### src/rtl/mmu_pkg.sv
// Shared MMU/TLB types: permission bits, TLB entry layout and the miss-requester state encoding.
package mmu_pkg;

   localparam int unsigned PAGE_SHIFT = 12;
   localparam int unsigned VADDR_W    = 64;
   localparam int unsigned VPN_W      = VADDR_W - PAGE_SHIFT;
   localparam int unsigned PERM_W     = 8;

   // Ordered so the packed value matches the MMU's {D,A,G,U,X,W,R,V} byte
   typedef struct packed {
      logic d;
      logic a;
      logic g;
      logic u;
      logic x;
      logic w;
      logic r;
      logic v;
   } tlb_perm_bits;

   typedef struct packed {
      logic             valid;
      logic [VPN_W-1:0] vpn;
      logic [VPN_W-1:0] ppn;
      tlb_perm_bits     perms;
   } tlb_entry_t;

   typedef enum logic [1:0] {
      ST_IDLE  = 2'd0,
      ST_WALK  = 2'd1,
      ST_FAULT = 2'd2
   } tlb_state_e;

endpackage

### src/rtl/tlb_cam.sv
// Fully-associative TLB entry array: parallel VPN match, one-hot hit vector,
// single write port and flash-clear of all valid bits (clear beats a same-cycle write).
module tlb_cam
   import mmu_pkg::*;
#(
   parameter int unsigned ENTRIES = 8,
   parameter int unsigned IDX_W   = $clog2(ENTRIES)
) (
   input  logic               clk,
   input  logic               reset,
   input  logic [VPN_W-1:0]   lookup_vpn_i,
   input  logic               clear_i,
   input  logic               wr_en_i,
   input  logic [IDX_W-1:0]   wr_idx_i,
   input  tlb_entry_t         wr_entry_i,
   output logic [ENTRIES-1:0] hit_vec_o,
   output tlb_entry_t         hit_entry_o
);

   tlb_entry_t entries_q [ENTRIES];

   always_ff @(posedge clk) begin
      if (reset) begin
         for (int i = 0; i < int'(ENTRIES); i++) entries_q[i] <= '0;
      end else if (clear_i) begin
         for (int i = 0; i < int'(ENTRIES); i++) entries_q[i].valid <= 1'b0;
      end else if (wr_en_i) begin
         entries_q[wr_idx_i] <= wr_entry_i;
      end
   end

   always_comb begin
      hit_vec_o = '0;
      for (int i = 0; i < int'(ENTRIES); i++) begin
         hit_vec_o[i] = entries_q[i].valid && (entries_q[i].vpn == lookup_vpn_i);
      end
   end

   // At most one entry matches, so an OR of the selected entries is the mux
   always_comb begin
      hit_entry_o = '0;
      for (int i = 0; i < int'(ENTRIES); i++) begin
         if (hit_vec_o[i]) hit_entry_o = hit_entry_o | entries_q[i];
      end
   end

endmodule

### src/rtl/tlb_miss_requester.sv
// Single-client TLB: same-cycle hit/permission check, one outstanding page walk on miss,
// round-robin install of successful walks, uncached reporting of walk faults.
module tlb_miss_requester
   import mmu_pkg::*;
#(
   parameter int unsigned ENTRIES = 8
) (
   input  logic                clk,
   input  logic                reset,
   input  logic                lookup_valid,
   input  logic [VADDR_W-1:0]  lookup_vaddr,
   input  logic                lookup_is_write,
   input  logic                lookup_is_exec,
   output logic                lookup_resp_valid,
   output logic [VADDR_W-1:0]  lookup_paddr,
   output logic                lookup_fault,
   input  logic                flush,
   input  logic [VADDR_W-1:0]  root_pt_addr,
   output logic                mmu_req_valid,
   output logic [VADDR_W-1:0]  mmu_req_addr,
   input  logic                mmu_resp_valid,
   input  logic [VADDR_W-1:0]  mmu_resp_addr,
   input  logic [PERM_W-1:0]   mmu_resp_perms
);

   localparam int unsigned IDX_W = $clog2(ENTRIES);

   tlb_state_e          state_q, state_d;
   logic [VPN_W-1:0]    req_vpn_q, req_vpn_d;
   logic [IDX_W-1:0]    victim_q, victim_d;
   logic [VADDR_W-1:0]  root_q;
   logic [VPN_W-1:0]    lookup_vpn;
   logic [ENTRIES-1:0]  hit_vec;
   tlb_entry_t          hit_entry;
   tlb_entry_t          wr_entry;
   tlb_perm_bits        resp_perms;
   logic                wr_en;
   logic                flush_any;
   logic                perm_ok;
   logic                resp_valid_c;
   logic                resp_fault_c;
   logic [VADDR_W-1:0]  resp_paddr_c;
   logic                unused_ok;

   assign lookup_vpn = lookup_vaddr[VADDR_W-1:PAGE_SHIFT];
   assign resp_perms = tlb_perm_bits'(mmu_resp_perms);
   // A root change acts exactly like an explicit flush
   assign flush_any  = flush | (root_pt_addr != root_q);
   assign wr_entry   = '{valid: 1'b1, vpn: req_vpn_q,
                         ppn: mmu_resp_addr[VADDR_W-1:PAGE_SHIFT], perms: resp_perms};
   assign unused_ok  = ^{mmu_resp_addr[PAGE_SHIFT-1:0], hit_entry};

   tlb_cam #(
      .ENTRIES (ENTRIES),
      .IDX_W   (IDX_W)
   ) u_cam (
      .clk          (clk),
      .reset        (reset),
      .lookup_vpn_i (lookup_vpn),
      .clear_i      (flush_any),
      .wr_en_i      (wr_en),
      .wr_idx_i     (victim_q),
      .wr_entry_i   (wr_entry),
      .hit_vec_o    (hit_vec),
      .hit_entry_o  (hit_entry)
   );

   assign perm_ok = (!lookup_is_exec  || hit_entry.perms.x) &&
                    (!lookup_is_write || hit_entry.perms.w) &&
                    (lookup_is_exec || lookup_is_write || hit_entry.perms.r);

   always_ff @(posedge clk) begin
      if (reset) begin
         state_q   <= ST_IDLE;
         req_vpn_q <= '0;
         victim_q  <= '0;
      end else begin
         state_q   <= state_d;
         req_vpn_q <= req_vpn_d;
         victim_q  <= victim_d;
      end
   end

   // Tracked through reset too, so only a genuine root change triggers a flush
   always_ff @(posedge clk) root_q <= root_pt_addr;

   always_comb begin
      state_d      = state_q;
      req_vpn_d    = req_vpn_q;
      victim_d     = victim_q;
      wr_en        = 1'b0;
      resp_valid_c = 1'b0;
      resp_fault_c = 1'b0;
      resp_paddr_c = '0;
      case (state_q)
         ST_IDLE: begin
            if (lookup_valid) begin
               if (|hit_vec) begin
                  resp_valid_c = 1'b1;
                  resp_fault_c = !perm_ok;
                  resp_paddr_c = {hit_entry.ppn, lookup_vaddr[PAGE_SHIFT-1:0]};
               end else begin
                  req_vpn_d = lookup_vpn;
                  state_d   = ST_WALK;
               end
            end
         end
         ST_WALK: begin
            // A response racing a flush belongs to the old translation context
            if (mmu_resp_valid) begin
               if (flush_any) begin
                  state_d = ST_IDLE;
               end else if (resp_perms.v) begin
                  wr_en    = 1'b1;
                  victim_d = victim_q + IDX_W'(1);
                  state_d  = ST_IDLE;
               end else begin
                  state_d = ST_FAULT;
               end
            end
         end
         ST_FAULT: begin
            if (lookup_valid && (lookup_vpn == req_vpn_q)) begin
               resp_valid_c = 1'b1;
               resp_fault_c = 1'b1;
            end
            state_d = ST_IDLE;
         end
         default: state_d = ST_IDLE;
      endcase
   end

   assign lookup_resp_valid = resp_valid_c & ~reset;
   assign lookup_fault      = resp_fault_c & ~reset;
   assign lookup_paddr      = reset ? '0 : resp_paddr_c;
   assign mmu_req_valid     = (state_q == ST_WALK);
   assign mmu_req_addr      = mmu_req_valid ? {req_vpn_q, {PAGE_SHIFT{1'b0}}} : '0;

endmodule
### config.mk
export PLATFORM = sky130hd
export DESIGN_NAME = tlb_miss_requester
export DESIGN_NICKNAME = d
export VERILOG_FILES = /design/src/rtl/mmu_pkg.sv /design/src/rtl/tlb_cam.sv /design/src/rtl/tlb_miss_requester.sv
export SDC_FILE = /design/constraint.sdc
export NUM_CORES = 2
export LEC_CHECK = 0
export ABC_AREA = 1
export ABC_CLOCK_PERIOD_IN_PS = 4820
export CORE_ASPECT_RATIO = 0.75
export CORE_MARGIN = 10
export CORE_UTILIZATION = 54
export DETAILED_ROUTE_END_ITERATION = 6
export MAX_ROUTING_LAYER = met4
export PLACE_DENSITY = 0.81
export SLEW_MARGIN = 20
export SYNTH_ARGS = -nofsm -noshare
export SYNTH_HDL_FRONTEND = slang
export SYNTH_SLANG_ARGS = --single-unit
### constraint.sdc
create_clock -name clk -period 4.82 [get_ports clk]
set_input_delay 0.482 -clock clk [delete_from_list [all_inputs] [get_ports clk]]
set_output_delay 0.482 -clock clk [all_outputs]
set_load 0.01 [all_outputs]
## Yosys cells after proc, flatten, opt, wreduce, memory -nomap -nowiden

Memories as Yosys holds them, arrays and structs flattened.
Index checks and enable logic that the tools add are counted.

| storage, ports and cells | value |
|---|---|
| bits in latches | 0 |
| ROM bits | 0 |
| memories kept | 1 |
| logic and storage cells | 116 |
| output and inout bits | 131 |
| bits of input ports | 207 |
| memory bits (writable) | 904 |
| register bits after elaboration | 121 |

Memories:

| memory | words | bits a word | rd ports | clocked after memory_dff | wr ports | line | text |
|---|---|---|---|---|---|---|---|
| u_cam.entries_q | 8 | 113 | 8 | 0 | 8 | tlb_cam.sv:20 | `tlb_entry_t entries_q [ENTRIES];` |

| operators by class | value |
|---|---|
| bitwise logic cells | 21 |
| div/mod/pow operators | 0 |
| reductions and logical operators | 24 |
| add/subtract/negate cells | 1 |
| eq/ne operators | 15 |
| multiply operators | 0 |
| muxes and demuxes | 50 |
| shifts and indexed selects | 0 |
| order comparisons | 0 |

Operators by type and width:

| kind | number |
|---|---|
| $mux 60 | 8 |
| $eq 52x52->1 | 9 |
| $or 60x60->60 | 7 |
| $mux 64 | 5 |
| $mux 113 | 1 |
| $reduce_or 113->1 | 1 |
| $ne 64x64->1 | 1 |
| $mux 1 | 26 |
| $mux 2 | 6 |
| $logic_and 1x1->1 | 11 |
| $or 1x1->1 | 9 |
| $reduce_or 8->1 | 1 |
| $reduce_and 3->1 | 2 |
| $logic_or 1x1->1 | 4 |
| $ne 2x2->1 const B | 2 |
| $pmux 1 s2 | 2 |
| $pmux 2 s2 | 1 |
| $reduce_and 4->1 | 1 |
| $add 3x1->3 const B | 1 |
| $logic_not 1->1 | 3 |
| $mux 3 | 1 |
| $not 1->1 | 3 |
| $and 1x1->1 | 2 |
| $eq 2x1->1 const B | 1 |
| other kinds (3) | 3 |

## Longest topological paths before layout

An unclocked memory read counts as a cell.

| depth | value |
|---|---|
| depth in word-level cells | 26 |
| depth in mapped cells | 18 |
| gate-level depth less buffers | 16 |

## Hierarchy

A second synthesis with hierarchy kept.

| second synthesis, totals | value |
|---|---|
| cells, all modules | 7546 |
| area, all modules | 56988.4 µm² |

Modules (own cells, without submodules):

| module | instances | seq. area each (µm²) | area each (µm²) | cells an instance |
|---|---|---|---|---|
| tlb_cam | 1 | 27146.0 | 50732.4 | 6585 |
| tlb_miss_requester | 1 | 2422.3 | 6256.0 | 961 |

## Worst setup path after synthesis

Ideal clock, no wire load.

| timing | value |
|---|---|
| kind | input port to flip-flop |
| start point | input root_pt_addr[33] |
| end point | memory u_cam.entries_q[1][100] (netlist name), enable pin |
| library setup time | 0.470 ns |
| stages on the path | 13 |
| setup slack | 0.067 ns |
| required time | 4.350 ns |
| buffers on the path | 3 |
| data arrival time | 4.283 ns |
| cell sequence | inv_1 > nand2_1 > o21ai_0 > nor4_1 > nand2_1 > nor2_1 > nand4_1 > nor2_4 > nand4_1 > buf_2 > buf_2 > buf_6 > nand2_1 |

RTL lines:

| what | line | text |
|---|---|---|
| from (decl) | tlb_miss_requester.sv:18 | `input logic [VADDR_W-1:0] root_pt_addr,` |
| to (decl) | tlb_cam.sv:20 |  |

## Worst setup path after layout

| timing | value |
|---|---|
| start point | input lookup_vaddr[37] |
| end point | output lookup_paddr[8] |

| on the way | value |
|---|---|
| cells in the longest elaborated chain, start to end | 7 |
| elaborated cells between the ends (all ways) | 21 |
| classes of those cells | eq/ne (8); mux (4); reduce/logical (9) |

Ends and longest elaborated chain:

| what | line | text |
|---|---|---|
| from (decl) | tlb_miss_requester.sv:11 | `input logic [VADDR_W-1:0] lookup_vaddr,` |
| $eq 52x52->1 | tlb_cam.sv:35 | `hit_vec_o[i] = entries_q[i].valid && (entries_q[i].vpn == lookup_vpn_i);` |
| $logic_and 1x1->1 | tlb_cam.sv:35 |  |
| $reduce_or 8->1 (*) | tlb_miss_requester.sv:98 | `if (\|hit_vec) begin` |
| $mux 64 (*) | tlb_miss_requester.sv:98 |  |
| $mux 64 (*) | tlb_miss_requester.sv:97 | `if (lookup_valid) begin` |
| $mux 64 (*) | tlb_miss_requester.sv:95 | `case (state_q)` |
| $mux 64 (*) | tlb_miss_requester.sv:135 | `assign lookup_paddr = reset ? '0 : resp_paddr_c;` |
| to (decl) | tlb_miss_requester.sv:15 | `output logic [VADDR_W-1:0] lookup_paddr,` |

Every way passes the cells marked *; elsewhere a longest branch is shown, timed or not.

==> flow_summary_export.csv <==
group,metric,value,unit
synth,yosysUniqueCellTypes,34,
route,drtPass1Iterations,6,
route,vias,40896,
route,wl_per_cell,27.9,um
die,boundaryPins,338,
final_layout,multiInputGateArea,0.0152,mm2
route,drc,0,
placed_design,dp_hpwl,126000,um
die,rows,93,
synth,synth.area.top_cells,"edfxtp_1 (55%), nor2_1 (11%), nand2_1 (8.3%)",
critical_path,crit_top_cell,"nand2_1",
clocking,cts.clk_slew.worst_paths,0.06,ns
job,maxCapViolations,0,
critical_path,path_delay_family,"buffers and inverters",
synth,yosysTopAreaCellShare,55.2,%
clocking,cts_root_buffer,"clkbuf_16",
power,power_density,350,mW/mm2
critical_path,worstPathArrival,4.30,ns
global_route,grt_pass1_wl,263000,um
power,p_leak,22.1,nW
clocking,cts_num_sinks,985,
route,drt-vias-per-instance,6.06,
sta,finalSetupViolCount,0,
die,fp.dieH,274,um
clocking,clk_latency,0.70,ns
outcome,status,"completed",
critical_path,path_class,"in2out",
synth,ys_seq_area_share,60.7,%
sta,final-hold-violation-count,0,
final_layout,area_delta_synth_final,18.3,%
synth,syn_avg_cell_area,9.02,um2
global_route,grt_usage,37.9,%
global_route,grt_pass1_vias,37059,
final_layout,drive_gt1_share,8.99,%
sta,tns,0,ns
final_layout,final_cell_mix,"nor2_1 (1,378), nand2_1 (1,024), edfxtp_1 (856), nand3_1 (466), inv_1 (380)",
critical_path,cp_data_required_time,4.34,ns
die,dieArea,0.0985,mm2
route,wirelength,188000,um
global_route,grt_overflow,0,
die,initial_core_util,54.4,%
route,drt_iter0_drc,7269,
worst_hold_path,min_path_type,"in2reg",
sta,finalCriticalPeriod,4.78,ns
sta,period_share,99.1,%
clocking,cts_tree,"done",
critical_path,crit_buf_inv,7,
sta,maxSlewHeadroom,24.6,%
power,p_total,19.3,mW
sta,skew,0.0356,ns
sta,fmax,0.209,GHz
critical_path,cp-end-kind,"output pin",
synth,synthFlopType,"edfxtp_1",
sta,rsz0062_at_grt,"false",
sta,maxSlewViolCount,0,
synth,yosysWarnings,0,
critical_path,slowest_delay,0.73,ns
synth,synth_async_sr_flop_share,0,%
final_layout,nets,5728,
critical_path,slowest_stage,"o21ai_0",
synth,synth_area_leader_cell,"edfxtp_1",
placed_design,place_congestion,1.08,
power,ir_drop,0.311,mV
die,die_w,359,um
synth,ys_seq_elements,985,
placed_design,io_buffers,309,
synth,netlist_instances,5164,
final_layout,final_common_cell,"nor2_1",
critical_path,start_kind,"input pin",
global_route,antenna_found_initial,10,
clocking,clock_path_buffers,3,
critical_path,path_cells,"clkdlybuf4s50_1 > inv_2 > o21ai_0 > nor2_1 > nand2_1 > nor2_1 > buf_4 > nand2_1 > nor2_4 > nand2_1 > nand2_1 > nor2_1 > buf_4 > nand2_1 > nand3_4 > buf_12 > buf_4 > nor2_1 > clkdlybuf4s50_1",
route,antenna_left,0,
synth,synth-edff-count,856,
global_route,grt_max_degree,109,
clocking,numCtsBuffers,96,
clocking,cts_max_level,3,
clocking,ctsHoldBuffers,0,
die,core,0.0856,mm2
clocking,postCtsSetupBuffers,0,
synth,synthesis.area,0.0466,mm2
final_layout,n_fill_cell,7013,
sta,worst_pin_slew,1.13,ns
critical_path,crit_fanout,16,
final_layout,regArea,0.0283,mm2
Yosys cell counts, drive strengths merged (34+ instances only):
library cell     n
buf            191
clkbuf         114
clkinv          34
dfxtp          129
edfxtp         856
inv            416
nand2         1034
nand3          468
nand4          125
nor2          1450
o21ai          128
o22ai           35
xnor2           48
xor2            98
per-layer routing:
| layer | GRT usage [%] | vias to the layer above | wire length, um |
|---|---|---|---|
| met3 | 13.4 | 458 | 32900 |
| met5 | - | - | 0 |
| met1 | 51.4 | 19453 | 70300 |
| met4 | 11.0 | 0 | 6720 |
| li1 | - | 17441 | - |
| met2 | 53.3 | 3544 | 78400 |
worst reg2reg max path, delay by kind of cell, from the launching register on:
kind,cells,cell delay (ns)
buf+inv,2,1.66
simple gates,9,1.21
flops,1,0.31
cell families (layout without fill, tap and decap cells):
kind of cell             Yosys count  after routing  synth area share [%]
AO/OA/AOI/OAI                    174            174                  2.00
XOR/XNOR                         146            146                  2.75
adder cells (fa/ha/maj)            1              1                0.0269
buffers and inverters            755           1178                  6.98
flip-flops                       985            985                  60.7
other                              1             22               0.00805
AND/OR/NAND/NOR                 3102           3102                  27.5
registers in the layout, indices dropped and copies added, names as in the netlist:
register	cells
victim_q	3
state_q	2
u_cam.entries_q	864
req_vpn_q	52
root_q	64
area by class of cell:
cell class | instances | share of cell area, %
timing repair buffer | 552 | 9.86
sequential | 985 | 51.3
inverter | 450 | 3.07
clock inverter | 46 | 0.695
multi-input combinational | 3435 | 27.7
tap | 1140 | 2.59
clock buffer | 130 | 4.76
antenna | 10 | 0.0454
per-stage QoR:
stage / cell area (um2) / setup slack [ns] / std cells / util, % / hold WS [ns]
3_5_place_dp: 52100 / 0.147 / 6562 / 60.8 / 0.440
5_1_grt: 55100 / 0.0453 / 6746 / 64.4 / 0.268
2_1_floorplan: 46600 / 0.0668 / 5175 / - / 0.420
6_report: 55100 / 0.0427 / 6748 / 64.4 / 0.283
3_3_place_gp: 52100 / 0.141 / 6562 / 60.8 / 0.431
4_1_cts: 55100 / 0.130 / 6738 / 64.3 / 0.259
final timing paths:
path | start | to | slack (ns) | cells after the start
worst min register to register | u_cam.entries_q[4][112] | u_cam.entries_q[4][112] | 0.45 | 2
worst max register to register | root_q[49] | u_cam.entries_q[2][38] | 1.35 | 11
worst max-delay path | lookup_vaddr[37] | lookup_paddr[8] | 0.04 | 19
worst min-delay path | root_pt_addr[59] | root_q[59] | 0.28 | 1
report_power, final:
part	internal [mW]	switching (mW)	leakage (nW)	total, mW
clock network	4.04	3.37	1.47	7.41
registers	9.67	0.198	9.20	9.87
logic	0.576	1.41	11.4	1.98
total	14.3	4.98	22.1	19.3
repair_timing:
action,CTS,global route
hold endpoints to repair,0,0
gates resized for setup,0,4
endpoints found under the setup margin,0,35
No activity file was read; power rests on OpenSTA's default activity.
